--- config.mk ---
export PLATFORM = sky130hd
export DESIGN_NAME = alu_sequencer
export DESIGN_NICKNAME = d
export VERILOG_FILES = /design/src/rtl/alu_sequencer.sv
export SDC_FILE = /design/constraint.sdc
export NUM_CORES = 1
export LEC_CHECK = 0
export ABC_CLOCK_PERIOD_IN_PS = 1400
export CAP_MARGIN = 20
export CORE_ASPECT_RATIO = 0.75
export CORE_MARGIN = 3
export CORE_UTILIZATION = 28
export DETAILED_ROUTE_END_ITERATION = 8
export PLACE_DENSITY = 0.66
export SETUP_SLACK_MARGIN = 0.4
export SYNTH_ARGS = -nofsm -noshare
export SYNTH_HDL_FRONTEND = slang
export SYNTH_SLANG_ARGS = --single-unit
--- constraint.sdc ---
create_clock -name clk -period 1.4 [get_ports clk]
set_clock_uncertainty 0.15 [all_clocks]
set_input_delay 0.21 -clock clk [delete_from_list [all_inputs] [get_ports clk]]
set_output_delay 0.21 -clock clk [all_outputs]
set_load 0.01 [all_outputs]
--- src/rtl/alu_sequencer.sv ---
// alu_sequencer: issues one conditional operation at a time to an external
// combinational ALU, captures its result/flags and holds them until consumed.
module alu_sequencer #(
  parameter int N = 8
) (
  input  logic         clk,
  input  logic         rst_n,
  input  logic         in_valid,
  output logic         in_ready,
  input  logic [3:0]   in_ctrl,
  input  logic [N-1:0] in_a,
  input  logic [N-1:0] in_b,
  input  logic [1:0]   in_cond,
  input  logic         in_setflags,
  output logic [N-1:0] alu_a,
  output logic [N-1:0] alu_b,
  output logic [3:0]   alu_ctrl,
  input  logic [N-1:0] alu_result,
  input  logic [3:0]   alu_flags,
  output logic         out_valid,
  input  logic         out_ready,
  output logic [N-1:0] out_result,
  output logic [3:0]   out_flags,
  output logic         out_executed,
  output logic         out_err,
  output logic [3:0]   flags_q
);

  localparam logic [1:0] ST_IDLE  = 2'b00;
  localparam logic [1:0] ST_EXEC  = 2'b01;
  localparam logic [1:0] ST_DONE  = 2'b10;
  localparam logic [3:0] CTRL_NOP = 4'b1111;

  logic [1:0]   state_r;
  logic [1:0]   state_s;
  logic         accept_s;
  logic         err_s;
  logic         exec_s;
  logic         in_ready_r;
  logic         out_valid_r;
  logic         setflags_r;
  logic         err_r;
  logic         exec_r;
  logic [N-1:0] alu_a_r;
  logic [N-1:0] alu_b_r;
  logic [3:0]   alu_ctrl_r;
  logic [N-1:0] out_result_r;
  logic [3:0]   out_flags_r;
  logic         out_executed_r;
  logic         out_err_r;
  logic [3:0]   flags_r;

  // Condition codes read the flag nibble as [3]=N [2]=Z [1]=V [0]=C.
  function automatic logic cond_pass(input logic [1:0] cond, input logic [3:0] flags);
    logic pass;
    case (cond)
      2'b00:   pass = 1'b1;
      2'b01:   pass = flags[2];
      2'b10:   pass = ~flags[2];
      2'b11:   pass = flags[3] ^ flags[1];
      default: pass = 1'b0;
    endcase
    return pass;
  endfunction

  // Undefined opcodes and divide/modulo by zero are rejected without touching the ALU.
  function automatic logic op_rejected(input logic [3:0] ctrl, input logic [N-1:0] b);
    logic bad;
    if (ctrl >= 4'b1001) begin
      bad = 1'b1;
    end else if ((ctrl == 4'b0100) || (ctrl == 4'b1000)) begin
      bad = (b == {N{1'b0}});
    end else begin
      bad = 1'b0;
    end
    return bad;
  endfunction

  // Next-state logic for the IDLE -> EXEC -> DONE loop.
  always_comb begin
    state_s = state_r;
    case (state_r)
      ST_IDLE: begin
        if (in_valid) state_s = ST_EXEC;
        else          state_s = ST_IDLE;
      end
      ST_EXEC: state_s = ST_DONE;
      ST_DONE: begin
        if (out_ready) state_s = ST_IDLE;
        else           state_s = ST_DONE;
      end
      default: state_s = ST_IDLE;
    endcase
  end

  // flags_q cannot change between acceptance and EXEC, so the execute decision
  // is taken at acceptance, which lets the ALU drive come straight from flops.
  always_comb begin
    accept_s = 1'b0;
    err_s    = 1'b0;
    exec_s   = 1'b0;
    if ((state_r == ST_IDLE) && in_valid) begin
      accept_s = 1'b1;
      err_s    = op_rejected(in_ctrl, in_b);
      exec_s   = ~err_s & cond_pass(in_cond, flags_r);
    end else begin
      accept_s = 1'b0;
    end
  end

  // State register and handshake outputs.
  always_ff @(posedge clk or negedge rst_n) begin
    if (!rst_n) begin
      state_r     <= ST_IDLE;
      in_ready_r  <= 1'b1;
      out_valid_r <= 1'b0;
    end else begin
      state_r     <= state_s;
      in_ready_r  <= (state_s == ST_IDLE);
      out_valid_r <= (state_s == ST_DONE);
    end
  end

  // ALU drive: operands only during an executing EXEC cycle, NOP otherwise.
  always_ff @(posedge clk or negedge rst_n) begin
    if (!rst_n) begin
      alu_a_r    <= {N{1'b0}};
      alu_b_r    <= {N{1'b0}};
      alu_ctrl_r <= CTRL_NOP;
    end else if (accept_s && exec_s) begin
      alu_a_r    <= in_a;
      alu_b_r    <= in_b;
      alu_ctrl_r <= in_ctrl;
    end else if (accept_s || (state_r == ST_EXEC)) begin
      alu_a_r    <= {N{1'b0}};
      alu_b_r    <= {N{1'b0}};
      alu_ctrl_r <= CTRL_NOP;
    end else begin
      alu_a_r    <= alu_a_r;
      alu_b_r    <= alu_b_r;
      alu_ctrl_r <= alu_ctrl_r;
    end
  end

  // Per-op attributes latched at acceptance.
  always_ff @(posedge clk or negedge rst_n) begin
    if (!rst_n) begin
      setflags_r <= 1'b0;
      err_r      <= 1'b0;
      exec_r     <= 1'b0;
    end else if (accept_s) begin
      setflags_r <= in_setflags;
      err_r      <= err_s;
      exec_r     <= exec_s;
    end else begin
      setflags_r <= setflags_r;
      err_r      <= err_r;
      exec_r     <= exec_r;
    end
  end

  // Result capture on the EXEC -> DONE edge; held until the next op completes.
  always_ff @(posedge clk or negedge rst_n) begin
    if (!rst_n) begin
      out_result_r   <= {N{1'b0}};
      out_flags_r    <= 4'b0000;
      out_executed_r <= 1'b0;
      out_err_r      <= 1'b0;
    end else if (state_r == ST_EXEC) begin
      out_result_r   <= exec_r ? alu_result : {N{1'b0}};
      out_flags_r    <= exec_r ? alu_flags : 4'b0000;
      out_executed_r <= exec_r;
      out_err_r      <= err_r;
    end else begin
      out_result_r   <= out_result_r;
      out_flags_r    <= out_flags_r;
      out_executed_r <= out_executed_r;
      out_err_r      <= out_err_r;
    end
  end

  // Architectural flags follow the ALU only for executed ops that request it.
  always_ff @(posedge clk or negedge rst_n) begin
    if (!rst_n) begin
      flags_r <= 4'b0000;
    end else if ((state_r == ST_EXEC) && exec_r && setflags_r) begin
      flags_r <= alu_flags;
    end else begin
      flags_r <= flags_r;
    end
  end

  assign in_ready     = in_ready_r;
  assign out_valid    = out_valid_r;
  assign alu_a        = alu_a_r;
  assign alu_b        = alu_b_r;
  assign alu_ctrl     = alu_ctrl_r;
  assign out_result   = out_result_r;
  assign out_flags    = out_flags_r;
  assign out_executed = out_executed_r;
  assign out_err      = out_err_r;
  assign flags_q      = flags_r;

endmodule
==> impl_metrics.py <==
metrics = {
    "floorplan": {
        "die_x_um": 99.8,
        "start_util": 0.303,
        "die_h_um": 76.4,
        "coreArea_um2": 6100,
        "io_pins": 79,
        "fp-row-count": 24,
        "die-area_um2": 7620,
    },
    "sta": {
        "maxSlewViolCount": 0,
        "tns_ps": -2240,
        "setup_ws_ps": -131,
        "min_period_ps": 1530,
        "relSlewSlack": 0.818,
        "final_hold_viol_count": 0,
        "rsz0062_at_grt": "true",
        "worst_pin_slew_ps": 272,
        "setup_viol": 27,
        "hold_slack_ps": 64.7,
        "fmax_mhz": 653,
        "period_share": 1.09,
    },
    "placed_design": {
        "dp.cells": 345,
        "gp_congestion": 0.783,
        "io_buffers": 78,
        "dp_hpwl_um": 3620,
    },
    "global_routing": {
        "grt_pass1_vias": 1754,
        "grt_max_degree": 46,
        "grt_pass1_wl_um": 9110,
        "antenna_found_initial": 0,
        "grtUsageTotal": 0.148,
        "gr-total-overflow": 0,
    },
    "drt": {
        "drc": 0,
        "drtPass1Iterations": 4,
        "dr.max_layer_used": "met4",
        "drt_iter0_markers": 57,
        "route.met2.wl_um": 2410,
        "antenna_left": 0,
        "route.met3.wl_um": 453,
        "routedWlPerCell_um": 14.7,
        "vias": 1770,
        "wl_met1_um": 2730,
        "viasPerCell": 4.61,
        "wl_um": 5650,
    },
    "pwr": {
        "power.density_nw_per_um2": 1980,
        "irDropWorstVdd_mv": 0.886,
        "static-leakage-power_nw": 1.62,
    },
    "logic_synthesis": {
        "synth_area_leaders": "dfrtp_1, nand2_1, dfstp_2",
        "synth-simple-area-share": 0.171,
        "synth_warnings": 0,
        "yosysTopAreaCell": "dfrtp_1",
        "synthMuxAreaShare": 0.0481,
        "syn_area_per_cell_um2": 10.4,
        "synth_top_area_frac": 0.542,
        "synthesis.nets": 217,
        "ys_seq_area_frac": 0.613,
        "yosys.area_share.xor_xnor": 0.00474,
        "synth_top_family_by_area": "simple AND/OR/NAND/NOR gates",
        "ys_types": 27,
        "synthAdderAreaFrac": 0,
        "synthCells": 178,
        "synth_compound_area_frac": 0.123,
        "syn_area_um2": 1850,
        "ys_seq_elements": 45,
    },
    "clocking": {
        "cts.htree.levels": 2,
        "cts_buffers": 5,
        "root_buffer": "clkbuf_8",
        "cts_max_path_buffers": 2,
        "clkSinkCount": 45,
        "tritoncts": "done",
        "clkSlewWorstSetupHoldPaths_ps": 80,
        "clk_latency_ps": 290,
    },
    "finish": {
        "layout_common_cells": "dfrtp_1, nand2_1, buf_4, buf_2, clkdlybuf4s50_1",
        "stdcell_count": 384,
        "drive_above_1_share": 0.546,
        "layout_commonest_cell": "dfrtp_1",
        "insertedDiodeCount": 0,
        "utilization": 0.566,
        "synthToLayoutAreaGrowth_pct": 86.8,
        "nets": 344,
    },
    "setup_path": {
        "cp_slowest_cell": "dfrtp_1",
        "worstSetupStartpointType": "register",
        "max_stage_delay_ps": 410,
        "timing_worst_setup_path_type": "register to register",
        "crit_end": "alu_ctrl[2]",
        "cp.arrival_ps": 1610,
        "r2r_cells": 5,
        "crit_path_end_kind": "register",
        "r2r_start": "flags_q[3]",
        "required_ps": 1480,
        "worst-r2r-setup-slack_ps": -130,
        "crit_path_cell_trace": "buf_6 > xor2_2 > a31o_4 > nand2_4 > o32a_1",
        "cp_max_fo": 5,
        "reg2reg_to": "alu_ctrl[2]",
        "cp-startpoint": "flags_q[3]",
    },
    "worst_hold_path": {
        "min_path_type": "input pin to register",
        "min_path_cells": 3,
    },
    "flow_run": {
        "drv_cap": 0,
    },
    "outcome": {
        "run_status": "complete, but fails checks",
        "violations": "setup timing",
    },
}
==> layout make-up <==
type	count	area [µm²]
Tap cell	78	97.6
Timing Repair Buffer	132	1190
Sequential cell	45	1130
Clock inverter	1	30.0
Inverter	1	3.75
Clock buffer	7	86.3
Fill cell	552	2640
Multi-Input combinational cell	120	908
==> synthesized netlist by cell type, drive strengths merged <==
master	number
or2	1
a21oi	3
o32a	4
o31ai	1
mux2	7
mux2i	1
nand4b	1
nor3b	1
nand2	46
inv	1
buf	10
xor2	1
o22ai	1
dfstp	5
clkbuf	2
o21ai	29
nor2	4
nand2b	1
nand3	16
a31o	1
dfrtp	40
nor4	2
==> per-stage QoR <==
step	total power [mW]	setup WS (ps)	cell area, µm²
after global placement	5.00	-555	2910
after global routing	7.28	-172	3450
after floorplan	3.40	-21.4	1910
after detailed placement	5.03	-539	2910
after CTS	6.46	-95.5	3250
final	6.84	-131	3450
==> worst max-delay path, delay by kind of cell, from the launching register on <==
| kind | cells | cell delay (ps) |
|---|---|---|
| DFF | 1 | 410 |
| AOI/OAI and AO/OA | 2 | 550 |
| and+or+nand+nor | 1 | 90 |
| xor gates and xnor gates | 1 | 150 |
| buffers and inverters | 1 | 130 |
==> layer usage <==
metal / track usage / up-vias
met1: 0.229 / 831
met5: 0 / -
met3: 0.0494 / 7
li1: - / 867
met4: 0.0341 / 0
met2: 0.196 / 65
==> worst min-delay path by stage <==
stage,end,slack [ps],startpoint
after floorplan,alu_a[0],-240,rst_n
after global placement,out_result[3],60,rst_n
after detailed placement,out_result[3],60,rst_n
after CTS,alu_b[2],150,in_b[2]
after global routing,alu_b[3],70,in_b[3]
final,alu_b[3],60,in_b[3]
==> registers in the layout, indices dropped and copies added, names as in the netlist <==
name,cells
setflags_r,1
out_flags,4
alu_a,8
state_r,2
exec_r,1
alu_b,8
err_r,1
out_executed,1
alu_ctrl,4
flags_q,4
out_result,8
out_valid,1
in_ready,1
out_err,1
==> what timing repair did <==
item | CTS | global route
setup endpoints to repair | 85 | 85
buffers inserted | 14 | 12
hold buffers | 1 | 0
hold endpoints to repair | 45 | 0
cloned | 4 | 0
gates resized for setup | 237 | 35
pin swaps | 23 | 9
==> power breakdown <==
group	internal, mW	total (mW)	switching (mW)	leakage, nW
registers	1.88	2.23	0.356	0.576
logic	2.00	3.59	1.60	0.984
clock network	0.582	1.01	0.431	0.0585
total	4.46	6.84	2.39	1.62
==> cell families after synthesis <==
logic type                after synthesis
AOI/OAI and AO/OA                      39
xor gates and xnor gates                1
buffers and inverters                  13
DFF                                    45
muxes                                   8
and+or+nand+nor                        72
Power figures use the tool's default switching activity.
